<file path="config.mk">
export PLATFORM = sky130hd
export DESIGN_NAME = dff_bank_rr_arbiter_flat
export DESIGN_NICKNAME = d
export VERILOG_FILES = /design/src/rtl/dff_bank_rr_arbiter_if.sv /design/src/rtl/dff_bank_rr_arbiter.sv /design/src/flat_wrapper.sv
export SDC_FILE = /design/constraint.sdc
export NUM_CORES = 1
export LEC_CHECK = 0
export CAP_MARGIN = 20
export CORE_MARGIN = 5
export CORE_UTILIZATION = 40
export CTS_BUF_LIST = sky130_fd_sc_hd__clkbuf_8
export DETAILED_ROUTE_END_ITERATION = 10
export GPL_TIMING_DRIVEN = 0
export PLACE_DENSITY = 0.9
export SLEW_MARGIN = 20
export SYNTH_ARGS = -nofsm -noshare
export SYNTH_HDL_FRONTEND = slang
export SYNTH_SLANG_ARGS = --single-unit
</file>
<file path="constraint.sdc">
create_clock -name clock -period 2 [get_ports clock]
set_input_delay 0.6 -clock clock [delete_from_list [all_inputs] [get_ports clock]]
set_output_delay 0.6 -clock clock [all_outputs]
set_load 0.05 [all_outputs]
</file>
<file path="src/rtl/dff_bank_rr_arbiter_if.sv">
// Bus between the requesting datapath blocks (master) and the shared-register
// arbiter (slave). clock and reset stay outside as plain ports.
interface dff_bank_rr_arbiter_if #(
  parameter int NREQ  = 4,
  parameter int WIDTH = 8,
  parameter int IDXW  = 2
);
  // Protocol: req is a level held for as long as a requester wants the register.
  // gnt is one-hot and registered; a requester owns the register, and may write it
  // with wen, while its gnt bit is high. Dropping req releases it at the next edge.
  logic [NREQ-1:0]       req;
  logic [NREQ-1:0]       wen;
  logic [NREQ*WIDTH-1:0] wdata;
  logic                  sclr;
  logic [NREQ-1:0]       gnt;
  logic [IDXW-1:0]       owner;
  logic [WIDTH-1:0]      q;
  logic                  wen_err;
  logic                  dbg_state;

  modport master (
    output req, wen, wdata, sclr,
    input  gnt, owner, q, wen_err, dbg_state
  );

  modport slave (
    input  req, wen, wdata, sclr,
    output gnt, owner, q, wen_err, dbg_state
  );
endinterface

</file>
<file path="src/rtl/dff_bank_rr_arbiter.sv">
// Round-robin owner arbitration for one shared WIDTH-bit register, with a
// per-grant hold cap, non-owner write rejection and a synchronous clear.
module dff_bank_rr_arbiter #(
  parameter int NREQ     = 4,
  parameter int WIDTH    = 8,
  parameter int HOLD_MAX = 4,
  parameter int IDXW     = $clog2(NREQ)
) (
  input  logic                  clock,
  input  logic                  clear,
  dff_bank_rr_arbiter_if.slave  bus
);

  localparam int CNTW = (HOLD_MAX > 1) ? $clog2(HOLD_MAX) : 1;
  localparam logic [CNTW-1:0] CNT_LAST = CNTW'(HOLD_MAX - 1);

  localparam logic [0:0] S_IDLE = 1'b0;
  localparam logic [0:0] S_OWN  = 1'b1;

  logic [0:0]       r_state;
  logic [IDXW-1:0]  r_owner;
  logic [IDXW-1:0]  r_ptr;
  logic [CNTW-1:0]  r_cnt;
  logic [NREQ-1:0]  r_gnt;
  logic [WIDTH-1:0] r_q;
  logic             r_wen_err;

  logic             w_found;
  logic [IDXW-1:0]  w_winner;
  logic [IDXW-1:0]  w_winner_ptr;
  logic [NREQ-1:0]  w_winner_oh;
  logic [IDXW-1:0]  w_scan_idx;
  logic             w_release;
  logic             w_own_wr;
  logic             w_bad_wen;
  logic [WIDTH-1:0] w_wdata;

  // r_ptr always holds (last owner + 1) mod NREQ, so while a grant is active the
  // current owner ranks last in the search and is re-granted only if alone.
  always_comb begin
    w_found    = 1'b0;
    w_winner   = '0;
    w_scan_idx = '0;
    for (int k = 0; k < NREQ; k++) begin
      w_scan_idx = IDXW'((int'(r_ptr) + k) % NREQ);
      if (!w_found && bus.req[w_scan_idx]) begin
        w_found  = 1'b1;
        w_winner = w_scan_idx;
      end
    end
  end

  assign w_winner_ptr = IDXW'((int'(w_winner) + 1) % NREQ);
  assign w_winner_oh  = NREQ'(1) << w_winner;
  assign w_release    = !bus.req[r_owner] || (r_cnt == CNT_LAST);

  assign w_own_wr  = (r_state == S_OWN) && bus.wen[r_owner];
  assign w_wdata   = bus.wdata[r_owner*WIDTH +: WIDTH];
  // r_gnt is zero when idle, so any wen at all is an error then.
  assign w_bad_wen = |(bus.wen & ~r_gnt);

  always_ff @(posedge clock or posedge clear) begin
    if (clear) begin
      r_state <= S_IDLE;
      r_owner <= '0;
      r_ptr   <= '0;
      r_cnt   <= '0;
      r_gnt   <= '0;
    end else begin
      case (r_state)
        S_IDLE: begin
          if (w_found) begin
            r_state <= S_OWN;
            r_owner <= w_winner;
            r_gnt   <= w_winner_oh;
            r_cnt   <= '0;
            r_ptr   <= w_winner_ptr;
          end
        end
        S_OWN: begin
          if (!w_release) begin
            r_cnt <= r_cnt + CNTW'(1);
          end else if (w_found) begin
            r_owner <= w_winner;
            r_gnt   <= w_winner_oh;
            r_cnt   <= '0;
            r_ptr   <= w_winner_ptr;
          end else begin
            r_state <= S_IDLE;
            r_gnt   <= '0;
            r_cnt   <= '0;
          end
        end
        default: begin
          r_state <= S_IDLE;
          r_gnt   <= '0;
          r_cnt   <= '0;
        end
      endcase
    end
  end

  // sclr has priority over an owner write in the same cycle.
  always_ff @(posedge clock or posedge clear) begin
    if (clear) begin
      r_q       <= '0;
      r_wen_err <= 1'b0;
    end else begin
      r_wen_err <= w_bad_wen;
      if (bus.sclr) begin
        r_q <= '0;
      end else if (w_own_wr) begin
        r_q <= w_wdata;
      end
    end
  end

  assign bus.gnt       = r_gnt;
  assign bus.owner     = r_owner;
  assign bus.q         = r_q;
  assign bus.wen_err   = r_wen_err;
  assign bus.dbg_state = r_state;

  a_gnt_onehot0: assert property (@(posedge clock) disable iff (clear) $onehot0(r_gnt));
  a_gnt_matches_state: assert property (@(posedge clock) disable iff (clear)
    ((r_state == S_OWN) == (r_gnt != '0)));

endmodule

</file>
<file path="src/flat_wrapper.sv">
// flat-port wrapper written by rule: the top's interface ports become plain ports
module dff_bank_rr_arbiter_flat 
#(
  parameter int NREQ     = 4,
  parameter int WIDTH    = 8,
  parameter int HOLD_MAX = 4,
  parameter int IDXW     = $clog2(NREQ)
)
  (clock, clear, bus_req, bus_wen, bus_wdata, bus_sclr, bus_gnt, bus_owner, bus_q, bus_wen_err, bus_dbg_state);
  dff_bank_rr_arbiter_if #(.NREQ(NREQ), .WIDTH(WIDTH), .IDXW(IDXW)) bus_i ();
  input  logic clock;
  input  logic clear;
  input wire logic [$bits(bus_i.req)-1:0] bus_req;
  input wire logic [$bits(bus_i.wen)-1:0] bus_wen;
  input wire logic [$bits(bus_i.wdata)-1:0] bus_wdata;
  input wire logic [$bits(bus_i.sclr)-1:0] bus_sclr;
  output wire logic [$bits(bus_i.gnt)-1:0] bus_gnt;
  output wire logic [$bits(bus_i.owner)-1:0] bus_owner;
  output wire logic [$bits(bus_i.q)-1:0] bus_q;
  output wire logic [$bits(bus_i.wen_err)-1:0] bus_wen_err;
  output wire logic [$bits(bus_i.dbg_state)-1:0] bus_dbg_state;
  assign bus_i.req = bus_req;
  assign bus_i.wen = bus_wen;
  assign bus_i.wdata = bus_wdata;
  assign bus_i.sclr = bus_sclr;
  assign bus_gnt = bus_i.gnt;
  assign bus_owner = bus_i.owner;
  assign bus_q = bus_i.q;
  assign bus_wen_err = bus_i.wen_err;
  assign bus_dbg_state = bus_i.dbg_state;
  dff_bank_rr_arbiter #(.NREQ(NREQ), .WIDTH(WIDTH), .HOLD_MAX(HOLD_MAX), .IDXW(IDXW)) u_core (.clock(clock), .clear(clear), .bus(bus_i));
endmodule
</file>
==> results.toml <==
[outcome]
status = "complete, no violations"

[yosys]
ys_warn_count = 0
synth_nets = 151
synth_xor_area_share_pct = 0
synth_edf_count = 0
synth_top_family_by_area = "multiplexers"
ys_types = 30
yosys.area_share.adder_pct = 4.921
synthesis.area_sq_um = 1271
synth_compound_area_share_pct = 10.73
yosys.area_share.simple_pct = 9.744
synthCells = 103
synth_seq_cells = 20
avgSynthCellArea_sq_um = 12.34
synthFlopType = "dfrtp_1"
muxShareOfSynthArea_pct = 28.84
ys_seq_area_share_pct = 39.37
async_flop_share_pct = 100.0

[timing]
slew_violations = 0
slew_headroom_pct = 49.13
final.min_clock_period_ns = 1.909
worstMarginPinSlew_ns = 0.7623
skew_ns = 0.001814
finalHoldViolCount = 0
min_period_over_period_pct = 95.46
setup_violations = 0
rsz0062_at_grt = "false"
clock.fmax_mhz = 523.8
finalSetupTns_ns = 0

[layout]
fin_cells = 209
final_util_pct = 64.67
drive_above_1_share_pct = 16.36
fillers = 245
stdcell_area_sq_um = 1974
diodes = 0
final_nets = 214
area_growth_pct = 55.31

[power_and_ir_drop]
power_per_cell_area_nw_per_um2 = 1474
leakagePower_nw = 0.9205
power.total_mw = 2.911
ir_drop_mv = 0.5903

[route]
vias = 1090
routed_wirelength_mm = 3.764
dr.pass1.iters = 4
wl_met1_mm = 1.399
wl_met3_um = 398
top_layer = "met4"
viasPerCell = 5.215
final_antenna_net_count = 0
wl_met2_mm = 1.876
wl_per_cell_um = 18.01
drc = 0
drtIter0Drc = 28

[cts]
cts_tree = "yes"
cts_hold_buffers = 0
clock_latency_ns = 0.26
root_buffer = "clkbuf_8"
htreeDepth = 1
clk_pin_slew_ns = 0.07
cts_made_buffers = 3
cts_buffer_depth = 2
clock_sinks = 20

[global_route]
grt_max_degree = 21
grt.overflow.total = 0
grt_pass1_wl_mm = 6.044
antenna_found_initial = 0
grt_util_all_layers_pct = 18.18
grt_pass1_vias = 1242

[placement]
gp_congestion = 0.7865
portBuffers = 57
dpl-instance-area_sq_um = 1897
post-dp-hpwl_mm = 3.061
dp_cells = 204

[die]
fp.dieW_um = 66.38
die-area_sq_um = 4406
row_count = 20
start_util_pct = 41.64
die_height_um = 66.38
core_sq_um = 3053
ios = 59

[critical_path]
worst_ep_required_time_ns = 2.18
path_class = "in -> reg"
cp_max_fo = 6
cp_data_arrival_time_ns = 2.09
cp-start-kind = "primary input"
cp-end-kind = "flip-flop"

[hold_path]
hold_path_class = "reg -> reg"

[run]
drv_cap = 0
==> final timing paths <==
kind / slack (ns) / from / depth (start not counted) / end
worst min register to register: 0.52 / u_core.bus.q[7] / 2 / u_core.bus.q[7]
worst max-delay path: 0.09 / bus_req[1] / 7 / u_core.r_ptr[1]
worst min-delay path: 0.52 / u_core.bus.q[7] / 2 / u_core.bus.q[7]
max in group asynchronous: 0.75 / clear / 2 / u_core.bus.owner[1]
worst max register to register: 0.27 / u_core.r_ptr[0] / 6 / u_core.bus.gnt[1]
min in group asynchronous: 0.78 / clear / 2 / u_core.bus.q[5]
==> metrics by stage <==
step / setup slack [ns] / hold WS [ns]
after floorplan: 0.1986 / 0.4701
after global placement: -0.3846 / 0.4900
after detailed placement: -0.5710 / 0.5089
after CTS: 0.004224 / 0.5231
after global routing: 0.01038 / 0.5626
final: 0.09083 / 0.5163
==> report_power, final <==
group,total (mW),internal [mW],switching [mW]
sequential,0.687,0.562,0.125
combinational,1.82,0.790,1.03
clock,0.403,0.267,0.136
==> synth_stat cells (2+ instances only) <==
library cell | number | area share [%]
mux4_2 | 8 | 14
mux2i_1 | 13 | 10
nand2_1 | 2 | 0.59
nor2_1 | 11 | 3.2
mux2_4 | 3 | 3.5
inv_1 | 11 | 3.2
ha_1 | 5 | 4.9
a22o_1 | 5 | 3.4
nand2b_1 | 3 | 1.5
dfrtp_1 | 20 | 39
a21oi_1 | 3 | 1.2
==> worst max-delay path, stage by stage <==
cell and delay (ns):
dlygate4sd2_1 0.35, nand2b_1 0.16, a21oi_1 0.09, a221o_1 0.30, nor2_1 0.18, ha_1 0.26, mux2i_1 0.14
==> cells in the final DEF (no fill, tap or decap), types with 2 or more instances in the layout <==
cell	n
nand2_1	2
ha_1	5
mux4_2	8
clkdlybuf4s50_1	37
dlygate4sd2_1	19
nor2_1	11
a21oi_1	3
inv_1	11
mux2_4	3
a22o_1	5
mux2i_1	13
clkbuf_8	3
nand2b_1	3
dfrtp_1	20
==> cell type report <==
cell class | count | area [sq um] | share of cell area, %
multi-input combinational | 68 | 709.4 | 35.93
timing repair buffer | 58 | 556.8 | 28.20
sequential | 20 | 500.5 | 25.35
tap | 44 | 55.05 | 2.788
clock buffer | 3 | 41.29 | 2.091
inverter | 11 | 41.29 | 2.091
buffer | 4 | 40.04 | 2.028
clock inverter | 1 | 30.03 | 1.521
==> timing repair <==
action / CTS / global route
buffers inserted: 1 / 0
gates resized for setup: 22 / 1
setup endpoints to repair: 23 / 1
pin swaps: 2 / 0
==> routing by layer <==
layer	vias up	GRT usage [%]
met3	9	4.932
met1	516	18.96
met4	0	9.391
li1	504	-
met5	-	0
met2	61	32.84
==> kinds of logic (layout without fill, tap and decap cells) <==
group,after synthesis,after routing
muxes,25,25
adders and majority gates,5,5
and+or+nand+nor,23,23
DFF,20,20
buffers and inverters,15,77
AOI/OAI and AO/OA,15,15
==> sequential cells by signal (all words and copies together), names as in the netlist <==
signal / flops
u_core.r_cnt: 2
u_core.bus.q: 8
u_core.bus.gnt: 4
u_core.bus.owner: 2
u_core.r_ptr: 2
u_core.bus.wen_err: 1
u_core.bus.dbg_state: 1
Power figures use the tool's default switching activity.
